$ cat src/rtl/lrf_pkg.sv
// Shared geometry and pipeline-alignment constants for the LRF fusion datapath.
package lrf_pkg;

   localparam int unsigned PIXELS_PER_BEAT = 16;
   localparam int unsigned IMAGE_DIM       = 64;
   localparam int unsigned N_FUSE_COUNT    = 4;
   localparam int unsigned SOBEL_DELAY     = 10;
   localparam int unsigned FUSED_DELAY     = 23;
   localparam int unsigned MAX_DELAY       = 30;

   localparam int unsigned BEATS      = IMAGE_DIM * IMAGE_DIM / PIXELS_PER_BEAT;
   localparam int unsigned FUSE_COUNT = 2 ** N_FUSE_COUNT;
   localparam int unsigned FRAMES     = 2 * FUSE_COUNT;
   localparam int unsigned BEAT_W     = $clog2(BEATS);
   localparam int unsigned FRAME_W    = $clog2(FRAMES);

endpackage

$ cat src/rtl/lrf_step_delay.sv
// Step-enabled shift register; bit k holds the input as it was k+1 steps ago.
module lrf_step_delay #(
   parameter int unsigned DEPTH = 2
) (
   input  logic             clk_i,
   input  logic             rst_i,
   input  logic             step_i,
   input  logic             d_i,
   output logic [DEPTH-1:0] q_o
);

   logic [DEPTH-1:0] sr_q;
   logic [DEPTH-1:0] sr_d;

   always_comb begin
      sr_d    = sr_q << 1;
      sr_d[0] = d_i;
   end

   always_ff @(posedge clk_i or posedge rst_i) begin
      if (rst_i) begin
         sr_q <= '0;
      end else if (step_i) begin
         sr_q <= sr_d;
      end
   end

   assign q_o = sr_q;

endmodule

$ cat src/rtl/lrf_fusion_sequencer.sv
// Control sequencer for the LRF fusion datapath: handshake, beat/frame position,
// pipeline-aligned buffer enables and the delayed output framing.
module lrf_fusion_sequencer
   import lrf_pkg::*;
(
   input  logic               s_axis_aclk,
   input  logic               s_axis_areset,
   input  logic               s_axis_tvalid,
   input  logic               s_axis_tlast,
   output logic               s_axis_tready,
   input  logic               m_axis_tready,
   output logic               m_axis_tvalid,
   output logic               m_axis_tlast,
   output logic               step,
   output logic [FRAME_W-1:0] frame_cnt,
   output logic [BEAT_W-1:0]  beat_cnt,
   output logic               fused_src_sel,
   output logic               avg_first,
   output logic               avg_add,
   output logic               avg_en_a,
   output logic               avg_en_b,
   output logic               avg_out_sel,
   output logic               fused_rd_en,
   output logic               fused_wr_en,
   output logic               store_sel,
   output logic [MAX_DELAY-1:0] stage_ok,
   output logic               frame_err
);

   if (FUSED_DELAY >= BEATS || FUSED_DELAY == 0 || SOBEL_DELAY == 0 ||
       SOBEL_DELAY > MAX_DELAY) begin : g_bad_params
      $error("lrf_fusion_sequencer: illegal delay parameters");
   end

   logic [BEAT_W-1:0]  beat_cnt_q,  beat_cnt_d;
   logic [FRAME_W-1:0] frame_cnt_q, frame_cnt_d;
   logic frame_err_q,   frame_err_d;
   logic avg_add_q,     avg_add_d;
   logic avg_first_q,   avg_first_d;
   logic avg_out_sel_q, avg_out_sel_d;
   logic avg_next_q,    avg_next_d;
   logic fused_rd_q,    fused_rd_d;
   logic fused_wr_q,    fused_wr_d;
   logic store_sel_q,   store_sel_d;
   logic out_active_q,  out_active_d;

   logic step_c;
   logic sobel_evt, fused_evt, last_beat, last_frame, frame0;
   logic avg_cur;
   logic [FUSED_DELAY-1:0] last_dly;
   logic unused_last_dly;

   assign step_c     = s_axis_tvalid & m_axis_tready;
   assign sobel_evt  = step_c && (beat_cnt_q == BEAT_W'(SOBEL_DELAY - 1));
   assign fused_evt  = step_c && (beat_cnt_q == BEAT_W'(FUSED_DELAY - 1));
   assign last_beat  = (beat_cnt_q == BEAT_W'(BEATS - 1));
   assign last_frame = (frame_cnt_q == FRAME_W'(FRAMES - 1));
   assign frame0     = (frame_cnt_q == '0);

   // Next-state; events all look at the pre-update frame count.
   always_comb begin
      beat_cnt_d    = beat_cnt_q;
      frame_cnt_d   = frame_cnt_q;
      frame_err_d   = frame_err_q;
      avg_add_d     = avg_add_q;
      avg_first_d   = avg_first_q;
      avg_out_sel_d = avg_out_sel_q;
      avg_next_d    = avg_next_q;
      fused_rd_d    = fused_rd_q;
      fused_wr_d    = fused_wr_q;
      store_sel_d   = store_sel_q;
      out_active_d  = out_active_q;

      if (step_c) begin
         if (s_axis_tlast) begin
            beat_cnt_d  = '0;
            frame_cnt_d = last_frame ? '0 : frame_cnt_q + FRAME_W'(1);
            if (!last_beat) begin
               frame_err_d = 1'b1;
            end
         end else begin
            beat_cnt_d = last_beat ? '0 : beat_cnt_q + BEAT_W'(1);
         end
      end

      if (sobel_evt) begin
         avg_add_d   = ~avg_add_q;
         avg_first_d = frame0;
         if (frame0) begin
            avg_out_sel_d = ~avg_out_sel_q;
            avg_next_d    = 1'b1;
         end
         if (frame_cnt_q == FRAME_W'(2)) begin
            avg_next_d = 1'b0;
         end
      end

      if (fused_evt) begin
         fused_rd_d   = 1'b1;
         fused_wr_d   = 1'b1;
         store_sel_d  = (frame_cnt_q < FRAME_W'(2));
         out_active_d = last_frame;
      end
   end

   always_ff @(posedge s_axis_aclk or posedge s_axis_areset) begin
      if (s_axis_areset) begin
         beat_cnt_q    <= '0;
         frame_cnt_q   <= '0;
         frame_err_q   <= 1'b0;
         avg_add_q     <= 1'b0;
         avg_first_q   <= 1'b1;
         avg_out_sel_q <= 1'b0;
         avg_next_q    <= 1'b1;
         fused_rd_q    <= 1'b0;
         fused_wr_q    <= 1'b0;
         store_sel_q   <= 1'b0;
         out_active_q  <= 1'b0;
      end else begin
         beat_cnt_q    <= beat_cnt_d;
         frame_cnt_q   <= frame_cnt_d;
         frame_err_q   <= frame_err_d;
         avg_add_q     <= avg_add_d;
         avg_first_q   <= avg_first_d;
         avg_out_sel_q <= avg_out_sel_d;
         avg_next_q    <= avg_next_d;
         fused_rd_q    <= fused_rd_d;
         fused_wr_q    <= fused_wr_d;
         store_sel_q   <= store_sel_d;
         out_active_q  <= out_active_d;
      end
   end

   lrf_step_delay #(.DEPTH(FUSED_DELAY)) u_tlast_dly (
      .clk_i  (s_axis_aclk),
      .rst_i  (s_axis_areset),
      .step_i (step_c),
      .d_i    (s_axis_tlast),
      .q_o    (last_dly)
   );

   lrf_step_delay #(.DEPTH(MAX_DELAY)) u_stage_ok (
      .clk_i  (s_axis_aclk),
      .rst_i  (s_axis_areset),
      .step_i (step_c),
      .d_i    (1'b1),
      .q_o    (stage_ok)
   );

   // Only the final tap of the tlast delay feeds the output.
   assign unused_last_dly = ^last_dly[FUSED_DELAY-2:0];

   assign avg_cur = step_c & stage_ok[SOBEL_DELAY-1];

   assign s_axis_tready = m_axis_tready;
   assign step          = step_c;
   assign frame_cnt     = frame_cnt_q;
   assign beat_cnt      = beat_cnt_q;
   assign frame_err     = frame_err_q;
   assign avg_add       = avg_add_q;
   assign avg_first     = avg_first_q;
   assign avg_out_sel   = avg_out_sel_q;
   assign avg_en_a      = avg_out_sel_q ? avg_cur : (avg_cur & avg_next_q);
   assign avg_en_b      = avg_out_sel_q ? (avg_cur & avg_next_q) : avg_cur;
   assign fused_rd_en   = fused_rd_q & step_c;
   assign fused_wr_en   = fused_wr_q & step_c;
   assign store_sel     = store_sel_q;
   assign fused_src_sel = frame0;
   assign m_axis_tvalid = step_c & out_active_q;
   assign m_axis_tlast  = last_dly[FUSED_DELAY-1] & out_active_q;

endmodule
$ cat config.mk
export PLATFORM = sky130hd
export DESIGN_NAME = lrf_fusion_sequencer
export DESIGN_NICKNAME = d
export VERILOG_FILES = /design/src/rtl/lrf_pkg.sv /design/src/rtl/lrf_step_delay.sv /design/src/rtl/lrf_fusion_sequencer.sv
export SDC_FILE = /design/constraint.sdc
export NUM_CORES = 1
export LEC_CHECK = 0
export CAP_MARGIN = 20
export CORE_MARGIN = 3
export CORE_UTILIZATION = 50
export CTS_CLUSTER_SIZE = 30
export DETAILED_ROUTE_END_ITERATION = 7
export MAX_ROUTING_LAYER = met4
export PLACE_DENSITY = 0.78
export SYNTH_ARGS = -nofsm -noshare
export SYNTH_HDL_FRONTEND = slang
export SYNTH_SLANG_ARGS = --single-unit
$ cat constraint.sdc
create_clock -name s_axis_aclk -period 4.4 [get_ports s_axis_aclk]
set_clock_uncertainty 0.15 [all_clocks]
set_input_delay 1.32 -clock s_axis_aclk [delete_from_list [all_inputs] [get_ports s_axis_aclk]]
set_output_delay 1.32 -clock s_axis_aclk [all_outputs]
set_load 0.03 [all_outputs]
==> results.py <==
metrics = {
    "status": {
        "outcome": "finished clean",
    },
    "sta": {
        "slew_violations": 0,
        "worst_slew_pin_slew_ns": 0.7130,
        "period_needed_ns": 4.179,
        "worst_hold_slack_ns": 0.3199,
        "slew_headroom": 0.5240,
        "setup_viol": 0,
        "rsz0062_at_grt": "false",
        "finalSetupTns_ns": 0,
        "period_share": 0.9497,
        "hold_violations": 0,
        "fmax_mhz": 239.3,
    },
    "drt": {
        "drt_wl_total_mm": 6.140,
        "dr.pass1.iters": 4,
        "viasPerCell": 5.440,
        "drt_iter0_drc": 118,
        "wl_per_cell_um": 15.99,
        "final_antenna_net_count": 0,
        "drc_errors": 0,
        "num_vias": 2089,
    },
    "clock_network": {
        "cts_buffer_depth": 2,
        "postCtsSetupBuffers": 0,
        "insertion_delay_ns": 0.34,
        "clock-sinks": 74,
        "path_clk_slew_ns": 0.07,
        "cts-htree-levels": 3,
        "cts_made_buffers": 9,
        "hold_buffers": 0,
        "cts_resized": 0,
        "cts_root_buf": "clkbuf_8",
        "cts_tree": "built",
    },
    "setup_path": {
        "critPathCaptureType": "primary output",
        "cp.required_ns": 2.93,
        "crit_fanout": 3,
        "arrival_ns": 2.71,
        "rrSetupSlack_ns": 2.23,
        "r2r_start": "frame_cnt[0]$_DFFE_PP0P_",
        "rr_worst_depth": 5,
        "criticalPathCategory": "in -> out",
        "reg2reg_to": "avg_out_sel$_DFFE_PP0P_",
        "crit_path_start_kind": "input port",
    },
    "synthesis": {
        "synth-seq-cells": 74,
        "synth_edf_count": 0,
        "syn_avg_cell_area_um2": 13.09,
        "syn_area_um2": 3102,
        "yosysSeqAreaShare": 0.5978,
        "yosys_warnings": 0,
        "async_flop_share": 1.000,
        "synthCells": 237,
        "ys.flop_type": "dfrtp_1",
        "synth_nets": 249,
        "synthDistinctLibCells": 39,
    },
    "min_path": {
        "min_from": "avg_add$_DFFE_PP0P_",
        "min_path_type": "reg -> reg",
        "hold-path-endpoint": "avg_add$_DFFE_PP0P_",
        "whs_path_depth": 1,
    },
    "cells_and_area": {
        "syn_to_final_growth_pct": 29.33,
        "antenna_cells": 0,
        "final_util": 0.6735,
        "fin_cells": 384,
        "nets": 316,
        "layout-drive-gt1-share": 0.2751,
    },
    "grt": {
        "grt_pass1_wl_mm": 10.41,
        "grt_pass1_vias": 2120,
        "grt_antenna_before_repair": 0,
        "grt.total_usage": 0.1895,
        "grt_max_degree": 61,
        "grt-ovfl-total": 0,
    },
    "flow_run": {
        "drv_cap": 0,
    },
    "floorplanning": {
        "io_pins": 62,
        "std_cell_rows": 28,
        "die_h_um": 84.76,
        "start_util": 0.5208,
        "die_area_um2": 7184,
        "die_x_um": 84.76,
        "core_area_um2": 5956,
    },
    "pwr": {
        "ir_drop_mv": 0.3522,
        "p_total_mw": 2.088,
        "p_leak_nw": 1.815,
        "pwr_density_cell_nw_per_um2": 520.5,
    },
    "place": {
        "gp_congestion": 0.8090,
        "place_hpwl_mm": 4.112,
        "io_buffers": 61,
        "place_inst": 368,
    },
}
[cells in the mapped netlist, types with 2 or more instances]
| cell | n | area share |
|---|---|---|
| a21oi_1 | 2 | 0.0032 |
| a31oi_1 | 2 | 0.0040 |
| and3_1 | 3 | 0.0061 |
| buf_1 | 5 | 0.0061 |
| buf_4 | 2 | 0.0048 |
| clkbuf_1 | 3 | 0.0036 |
| dfrtp_1 | 72 | 0.58 |
| dfstp_2 | 2 | 0.017 |
| ha_1 | 7 | 0.028 |
| inv_1 | 9 | 0.011 |
| mux2_2 | 53 | 0.19 |
| nand2_1 | 16 | 0.019 |
| nand2b_1 | 4 | 0.0081 |
| nand3_1 | 6 | 0.0097 |
| nand4_1 | 2 | 0.0040 |
| nor2_1 | 5 | 0.0061 |
| nor3_1 | 5 | 0.0081 |
| o21ai_0 | 12 | 0.019 |
| o21bai_1 | 2 | 0.0048 |
| o31ai_1 | 4 | 0.0097 |
| or2_2 | 2 | 0.0040 |
| or4_1 | 2 | 0.0048 |
[per-stage QoR]
| stage | setup slack (ns) | cell area (um^2) |
|---|---|---|
| 5_1_grt | 0.1744 | 4011 |
| 3_5_place_dp | 0.2398 | 3794 |
| 2_1_floorplan | 0.1994 | 3102 |
| 4_1_cts | 0.2378 | 4011 |
| 3_3_place_gp | 0.2950 | 3794 |
| 6_report | 0.2212 | 4011 |
[sequential cells by signal (all words and copies together) (netlist names)]
signal	flops
u_tlast_dly.q_o	23
frame_cnt	5
frame_err	1
avg_out_sel	1
u_stage_ok.q_o	30
fused_wr_q	1
out_active_q	1
store_sel	1
avg_first	1
beat_cnt	8
avg_add	1
avg_next_q	1
[logic make-up (layout without fill, tap and decap cells)]
group                    Yosys count  in the layout  synth area share
multiplexers                      54             54            0.1956
adder cells (fa/ha/maj)            7              7           0.02824
flip-flops                        74             74            0.5978
buffers and inverters             20             92           0.02662
AND/OR/NAND/NOR                   55             55           0.09682
AO/OA/AOI/OAI                     25             25           0.04921
XOR/XNOR                           2              2          0.005648
[worst max-delay path by stage]
| stage | startpoint | endpoint | cells after the start |
|---|---|---|---|
| floorplan | s_axis_tvalid | avg_en_b | 6 |
| finish | m_axis_tready | fused_wr_en | 3 |
| global placement | s_axis_tvalid | fused_rd_en | 3 |
| detailed placement | s_axis_tvalid | fused_wr_en | 3 |
| CTS | m_axis_tready | fused_wr_en | 3 |
| global route | s_axis_tvalid | fused_wr_en | 3 |
[placed cells by master, fill, tap and decap left out, types with 4 or more instances in the layout]
cell type / count
dfrtp_1: 72
clkdlybuf4s50_1: 58
mux2_2: 53
nand2_1: 15
o21ai_0: 12
clkbuf_8: 9
inv_1: 8
buf_4: 8
ha_1: 7
nand3_1: 6
nor2_1: 5
nor3_1: 5
nand2b_1: 4
o31ai_1: 4
[where the power goes]
group | leakage [nW] | internal (mW) | switching, mW
Combinational | 0.784 | 0.270 | 0.308
Sequential | 0.926 | 0.823 | 0.122
Clock | 0.105 | 0.318 | 0.248
Total | 1.81 | 1.41 | 0.678
[critical path, stage by stage]
cell             delay (ns)
clkdlybuf4s50_1        0.50
and3_1                 0.19
clkdlybuf4s50_1        0.69
[final cells by class]
type / count / area [um^2]
multi-input combinational: 143 / 1167
tap: 75 / 93.84
fill: 443 / 1944
sequential: 74 / 1854
timing repair buffer: 66 / 640.6
clock buffer: 9 / 123.9
inverter: 10 / 37.54
clock inverter: 7 / 93.84
[metal layers]
| metal | track usage | share of wire | vias to the layer above |
|---|---|---|---|
| li1 | - | - | 968 |
| met1 | 0.2487 | 0.44 | 1053 |
| met4 | 0.08921 | 0.016 | 0 |
| met2 | 0.2847 | 0.50 | 59 |
| met5 | - | 0 | - |
| met3 | 0.03729 | 0.043 | 9 |
No activity file was read; power rests on OpenSTA's default activity.
